## config.mk

```make
export PLATFORM = sky130hd
export DESIGN_NAME = quad_snapshot
export DESIGN_NICKNAME = d
export VERILOG_FILES = /design/src/rtl/quad_snapshot.sv
export SDC_FILE = /design/constraint.sdc
export NUM_CORES = 1
export LEC_CHECK = 0
export BUFFER_PORTS_ARGS = -buffer_cell sky130_fd_sc_hd__buf_4
export CORE_AREA = 2 2 100 102
export DETAILED_ROUTE_END_ITERATION = 12
export DIE_AREA = 0 0 102 104
export PLACE_DENSITY = 0.91
export SETUP_SLACK_MARGIN = 0.4
export SLEW_MARGIN = 20
export SYNTH_ARGS = -nofsm -noshare
export SYNTH_HDL_FRONTEND = slang
export SYNTH_SLANG_ARGS = --single-unit
export TNS_END_PERCENT = 20
```

## constraint.sdc

```tcl
create_clock -name clk -period 4.7 [get_ports clk]
set_clock_uncertainty 0.15 [all_clocks]
set_input_delay 1.41 -clock clk [delete_from_list [all_inputs] [get_ports clk]]
set_output_delay 1.41 -clock clk [all_outputs]
set_load 0.01 [all_outputs]
```

## src/rtl/quad_snapshot.sv

```systemverilog
// Quadrature snapshot stage: change-detect period timer, armed index capture,
// and a coherent single-edge snapshot of position, delta, period and index.
module quad_snapshot #(
  parameter int CW = 14,
  parameter int TW = 16
) (
  input  logic          clk,
  input  logic          rst_n,
  input  logic [CW-1:0] count,
  input  logic          idx_evt,
  input  logic          arm,
  input  logic          snap_req,
  output logic [CW-1:0] snap_pos,
  output logic [CW-1:0] snap_delta,
  output logic [TW-1:0] snap_period,
  output logic [CW-1:0] snap_idx_pos,
  output logic          snap_idx_hit,
  output logic          snap_valid,
  output logic          armed
);

  localparam logic [TW-1:0] TMAX = '1;

  typedef enum logic {IDLE = 1'b0, ARMED = 1'b1} state_e;

  state_e        state_q, state_d;
  logic [CW-1:0] count_prev_q;
  logic [TW-1:0] tmr_q, tmr_d;
  logic [TW-1:0] last_period_q, last_period_d;
  logic [CW-1:0] idx_pos_q, idx_pos_d;
  logic          idx_hit_q, idx_hit_d;
  logic [CW-1:0] snap_pos_q, snap_delta_q, snap_idx_pos_q;
  logic [TW-1:0] snap_period_q;
  logic          snap_idx_hit_q, snap_valid_q;
  logic          change;

  assign change = (count != count_prev_q);

  always_comb begin
    tmr_d         = tmr_q;
    last_period_d = last_period_q;
    if (change) begin
      tmr_d         = '0;
      last_period_d = (tmr_q == TMAX) ? TMAX : tmr_q + 1'b1;
    end else if (tmr_q == TMAX) begin
      // Stalled encoder: report the saturated period rather than the stale one.
      last_period_d = TMAX;
    end else begin
      tmr_d = tmr_q + 1'b1;
    end
  end

  always_comb begin
    state_d   = state_q;
    idx_pos_d = idx_pos_q;
    idx_hit_d = idx_hit_q;
    if (arm) begin
      // A fresh arm beats a coincident index event.
      state_d   = ARMED;
      idx_hit_d = 1'b0;
    end else if (state_q == ARMED && idx_evt) begin
      state_d   = IDLE;
      idx_pos_d = count;
      idx_hit_d = 1'b1;
    end
  end

  always_ff @(posedge clk or negedge rst_n) begin
    if (!rst_n) begin
      state_q       <= IDLE;
      count_prev_q  <= '0;
      tmr_q         <= '0;
      last_period_q <= '0;
      idx_pos_q     <= '0;
      idx_hit_q     <= 1'b0;
    end else begin
      state_q       <= state_d;
      count_prev_q  <= count;
      tmr_q         <= tmr_d;
      last_period_q <= last_period_d;
      idx_pos_q     <= idx_pos_d;
      idx_hit_q     <= idx_hit_d;
    end
  end

  // Snapshot samples pre-edge register values so same-edge updates land in the next one.
  always_ff @(posedge clk or negedge rst_n) begin
    if (!rst_n) begin
      snap_pos_q     <= '0;
      snap_delta_q   <= '0;
      snap_period_q  <= '0;
      snap_idx_pos_q <= '0;
      snap_idx_hit_q <= 1'b0;
      snap_valid_q   <= 1'b0;
    end else begin
      snap_valid_q <= snap_req;
      if (snap_req) begin
        snap_pos_q     <= count;
        snap_delta_q   <= count - snap_pos_q;
        snap_period_q  <= last_period_q;
        snap_idx_pos_q <= idx_pos_q;
        snap_idx_hit_q <= idx_hit_q;
      end
    end
  end

  assign snap_pos     = snap_pos_q;
  assign snap_delta   = snap_delta_q;
  assign snap_period  = snap_period_q;
  assign snap_idx_pos = snap_idx_pos_q;
  assign snap_idx_hit = snap_idx_hit_q;
  assign snap_valid   = snap_valid_q;
  assign armed        = (state_q == ARMED);

endmodule

```

# Yosys cells after proc, flatten, opt, wreduce, memory -nomap -nowiden
# Index checks and enable logic that the tools add are counted.
# classes
bitwise_logic,1
reduce_logical,4
n_eq_ne,3
n_addsub,2
mux,9
# ops
cell,n
16-bit 2-to-1 mux,5
"16-bit by 1-bit adder with 16-bit output, second input constant",1
"16-bit == test, second input constant",1
14-bit != test,1
14-bit subtractor,1
1-bit 2-to-1 mux,4
2-bit nonzero test,2
"2-bit != test, second input constant",1
2-bit AND reduction,1
1-bit logical AND,1
1-bit NOT,1
# totals
in_bits,19
ff_bits,122
output_inout_bits,61

# Depth between registers and ports, before layout
# logic_depth
depth_word,3
depth_mapped,9

# Worst setup path before layout
# Ideal clock, no wire load.
# synth_path
path_type,input to register
start,input port count[0]
end,register snap_delta_q[10] (netlist: snap_delta[10])
slack_ps,1327
required_ps,4423
arrival_ps,3096
cell_stages,9
cell_sequence,inv_1 > ha_1 > inv_1 > fa_1 > a211oi_1 > o21ai_0 > a211oi_1 > mux2i_1 > nand3_1
# synth_between
elab_chain_len,1
# synth_rtl
element,line_no,text
start: declaration,9,"input logic [CW-1:0] count,"
14-bit subtractor,99,snap_delta_q <= count - snap_pos_q;
end signal: assignment,99,
end: declaration,32,"logic [CW-1:0] snap_pos_q, snap_delta_q, snap_idx_pos_q;"
# No other way between the ends.
# A chain may end at the register's enable or synchronous reset.

# Worst setup path after layout
# Same ends and word-level chain as after synthesis.

==> impl_metrics.tcl <==
set metrics [dict create \
    max_freq_ghz 0.295 \
    drv.max_cap_violation_count 0 \
    die_height_um 104 \
    critical_path_class "input pin to flip-flop" \
    track_usage 0.255 \
    worstPathArrival_ps 3640 \
    grt_first_pass_wirelength_um 21000 \
    initial_core_util 0.582 \
    dp_hpwl_um 8050 \
    fin_crit_ps 3390 \
    numClockSinks 122 \
    drt_iter0_drc 197 \
    timing.hold.worst.class "flip-flop to flip-flop" \
    postCtsSetupRepairBufs 0 \
    synth-compound-area-share 0.103 \
    worst-endpoint-required_ps 4950 \
    slowest_delay_ps 430 \
    tritoncts "yes" \
    post_synth_inst_count 484 \
    finalMaxSlewViolations 0 \
    crit_buf_inv 3 \
    vias 3990 \
    yosys_warnings 0 \
    timing.critical_path.max_delay_family "compound AO/OA/AOI/OAI gates" \
    hold_viol 0 \
    number_of_placement_rows 36 \
    routed_wl_um 12500 \
    clk_root_buffer_cell "sky130_fd_sc_hd__clkbuf_8" \
    yosys.area_share.simple 0.119 \
    total_leakage_power_nw 3.29 \
    worstSetupEndpointType "flip-flop" \
    numPortBuffers 79 \
    finish.utilization 0.727 \
    ctsLongestPathBuffers 2 \
    cts_max_level 4 \
    clkSlewWorstSetupHoldPaths_ps 60 \
    netlist-cell-type-count 47 \
    cts_made_buffers 17 \
    post-route-period-util 0.721 \
    die-area_um2 10600 \
    seq_area_frac_synth 0.549 \
    areaGrowthSynthToFinish_pct 24.9 \
    post_synthesis_share_of_cell_area_spent_on_full_adders_half_adders_and_majority_gates 0.0351 \
    post_drt_wl_per_cell_um 17.6 \
    postSynthRegisterBits 122 \
    post_synth_instance_area_um2 5560 \
    pwr_density_cell_nw_per_um2 456 \
    post-route-drc-count 0 \
    muxShareOfSynthArea 0.110 \
    final_cell_area_um2 6940 \
    tightest_slew_ps 753 \
    cts_hold_buffers 0 \
    layout-drive-gt1-share 0.310 \
    finalSetupTns_ps 0 \
    number_of_global_route_vias_before_repair 4201 \
    dieWidth_um 102 \
    detailedRoute.firstPassIterationCount 4 \
    grt_overflow_total 0 \
    worstSetupStartpointType "input pin" \
    antenna_found_initial 0 \
    rsz_0062_raised_after_global_routing "no" \
    insertion_delay_of_the_later_clocked_pin_in_the_worst_skew_pair_ps 530 \
    outcome "completed" \
    placedInstanceArea_um2 6270 \
    fp.coreArea_um2 9550 \
    place_congestion 0.864 \
    antenna_cells 0 \
    critical_path_peak_fanout 4 \
    timing.critical_path.cells "buf_4 > inv_1 > ha_1 > inv_1 > fa_1 > a211oi_1 > o21ai_0 > a211oi_1 > mux2i_1 > nand3_1" \
    slew_headroom 0.496 \
    nNetsFinal 599 \
    synth_xor_xnor_area_share 0.0504 \
    setup_slack_after_layout_ps 1310 \
    grt_start_max_net_pins 69 \
    power.ir.vdd_worst_mv 0.281 \
    syn-num-nets 518 \
    synth_top_family_by_area "simple AND/OR/NAND/NOR gates" \
    critical-path-slowest-cell "sky130_fd_sc_hd__a211oi_1" \
    postCtsResizedCells 0 \
    floorplan.io_pins 80 \
    viasPerCell 5.61 \
    placement.setup.worst_slack_ps 925 \
    setup_viol_count_final 0 \
    syn_area_per_cell_um2 11.5 \
    detail-route-antenna-nets 0 \
]
[synth_stat cells, drive strengths merged]
cell type | n | share of area
o211ai | 3 | 0.0041
a41oi | 1 | 0.0016
a21oi | 25 | 0.029
mux2i | 5 | 0.0090
o2111ai | 2 | 0.0032
xnor2 | 12 | 0.019
nand4 | 8 | 0.017
nand2 | 30 | 0.020
o2bb2ai | 1 | 0.0016
o31ai | 3 | 0.0041
nor3 | 4 | 0.0036
nor2 | 31 | 0.021
a21o | 3 | 0.0041
a211oi | 5 | 0.0077
nor2b | 2 | 0.0022
a21boi | 1 | 0.0014
or3 | 4 | 0.0045
xor2 | 20 | 0.032
ha | 14 | 0.032
nor4 | 8 | 0.012
a31oi | 3 | 0.0034
nor3b | 1 | 0.0022
a311oi | 1 | 0.0016
o21ai | 37 | 0.033
o21a | 4 | 0.0054
o311ai | 1 | 0.0016
buf | 7 | 0.0065
fa | 1 | 0.0036
nand3 | 17 | 0.015
nand2b | 1 | 0.0011
mux2 | 50 | 0.10
clkbuf | 13 | 0.0090
and2 | 15 | 0.017
and4 | 1 | 0.0018
nand3b | 1 | 0.0014
a2111oi | 1 | 0.0016
inv | 26 | 0.018
dfrtp | 122 | 0.55
[final cells by class]
type,count,area [um2]
Clock inverter,15,260
Tap cell,133,166
Multi-Input combinational cell,316,2320
Clock buffer,17,414
Timing Repair Buffer,82,628
Inverter,26,97.6
Fill cell,637,2610
Sequential cell,122,3050
[final timing paths]
kind | to | slack (ps) | start | depth (start not counted)
max in group asynchronous | count_prev_q[11] | 2790 | rst_n | 2
min reg2reg | idx_pos_q[0] | 350 | idx_pos_q[0] | 2
min in group asynchronous | idx_pos_q[5] | 780 | rst_n | 1
max reg2reg | snap_delta[10] | 2030 | snap_pos[0] | 8
max | snap_delta[10] | 1310 | count[0] | 10
min | idx_pos_q[0] | 350 | idx_pos_q[0] | 2
[logic make-up after synthesis]
group,count (synthesis)
simple gates,123
flops,122
compound gates,91
mux,55
buf+inv,46
xor+xnor,32
fa+ha+maj,15
[per-layer routing]
layer  global-route usage  vias to the layer above  share of wire
met5                    0                        -              0
met4                0.109                        0          0.026
met3               0.0578                       34          0.048
met2                0.426                      138           0.52
met1                0.315                     1958           0.41
li1                     -                     1860              -
[flip-flops by register name, indices dropped and copies added (netlist names)]
name           count
snap_pos          14
last_period_q     16
armed              1
snap_idx_hit       1
snap_valid         1
tmr_q             16
idx_hit_q          1
count_prev_q      14
snap_period       16
snap_delta        14
snap_idx_pos      14
idx_pos_q         14
[cell usage in the layout (no fill, tap or decap), drive strengths merged, types with 2 or more instances in the layout]
cell type and instances:
dfrtp 122, buf 82, mux2 50, o21ai 37, nor2 31, inv 31, nand2 30, a21oi 25
xor2 20, nand3 17, clkbuf 17, and2 15, ha 14, xnor2 12, nor4 8, nand4 8
bufinv 6, mux2i 5, a211oi 5, nor3 4, or3 4, o21a 4, clkinv 4, a31oi 3
o211ai 3, o31ai 3, a21o 3, nor2b 2, o2111ai 2
[power by group]
part / internal (mW) / switching (mW)
Sequential: 1.15 / 0.0616
Combinational: 0.223 / 0.232
Clock: 0.982 / 0.512
[worst register-to-register path: stages, from the launching register on]
cell and delay (ps):
sky130_fd_sc_hd__dfrtp_1 380, sky130_fd_sc_hd__ha_1 190, sky130_fd_sc_hd__inv_1 60, sky130_fd_sc_hd__fa_1 420
sky130_fd_sc_hd__a211oi_1 430, sky130_fd_sc_hd__o21ai_0 210, sky130_fd_sc_hd__a211oi_1 370, sky130_fd_sc_hd__mux2i_1 260
sky130_fd_sc_hd__nand3_1 90
[through the flow]
step | hold WS (ps) | std cells | power [mW]
final | 347 | 711 | 3.16
after global routing | 372 | 711 | 3.28
after CTS | 351 | 711 | 3.18
after detailed placement | 337 | 679 | 1.68
after global placement | 321 | 679 | 1.66
after floorplan | 294 | 484 | 1.46
No activity file was read; power rests on OpenSTA's default activity.
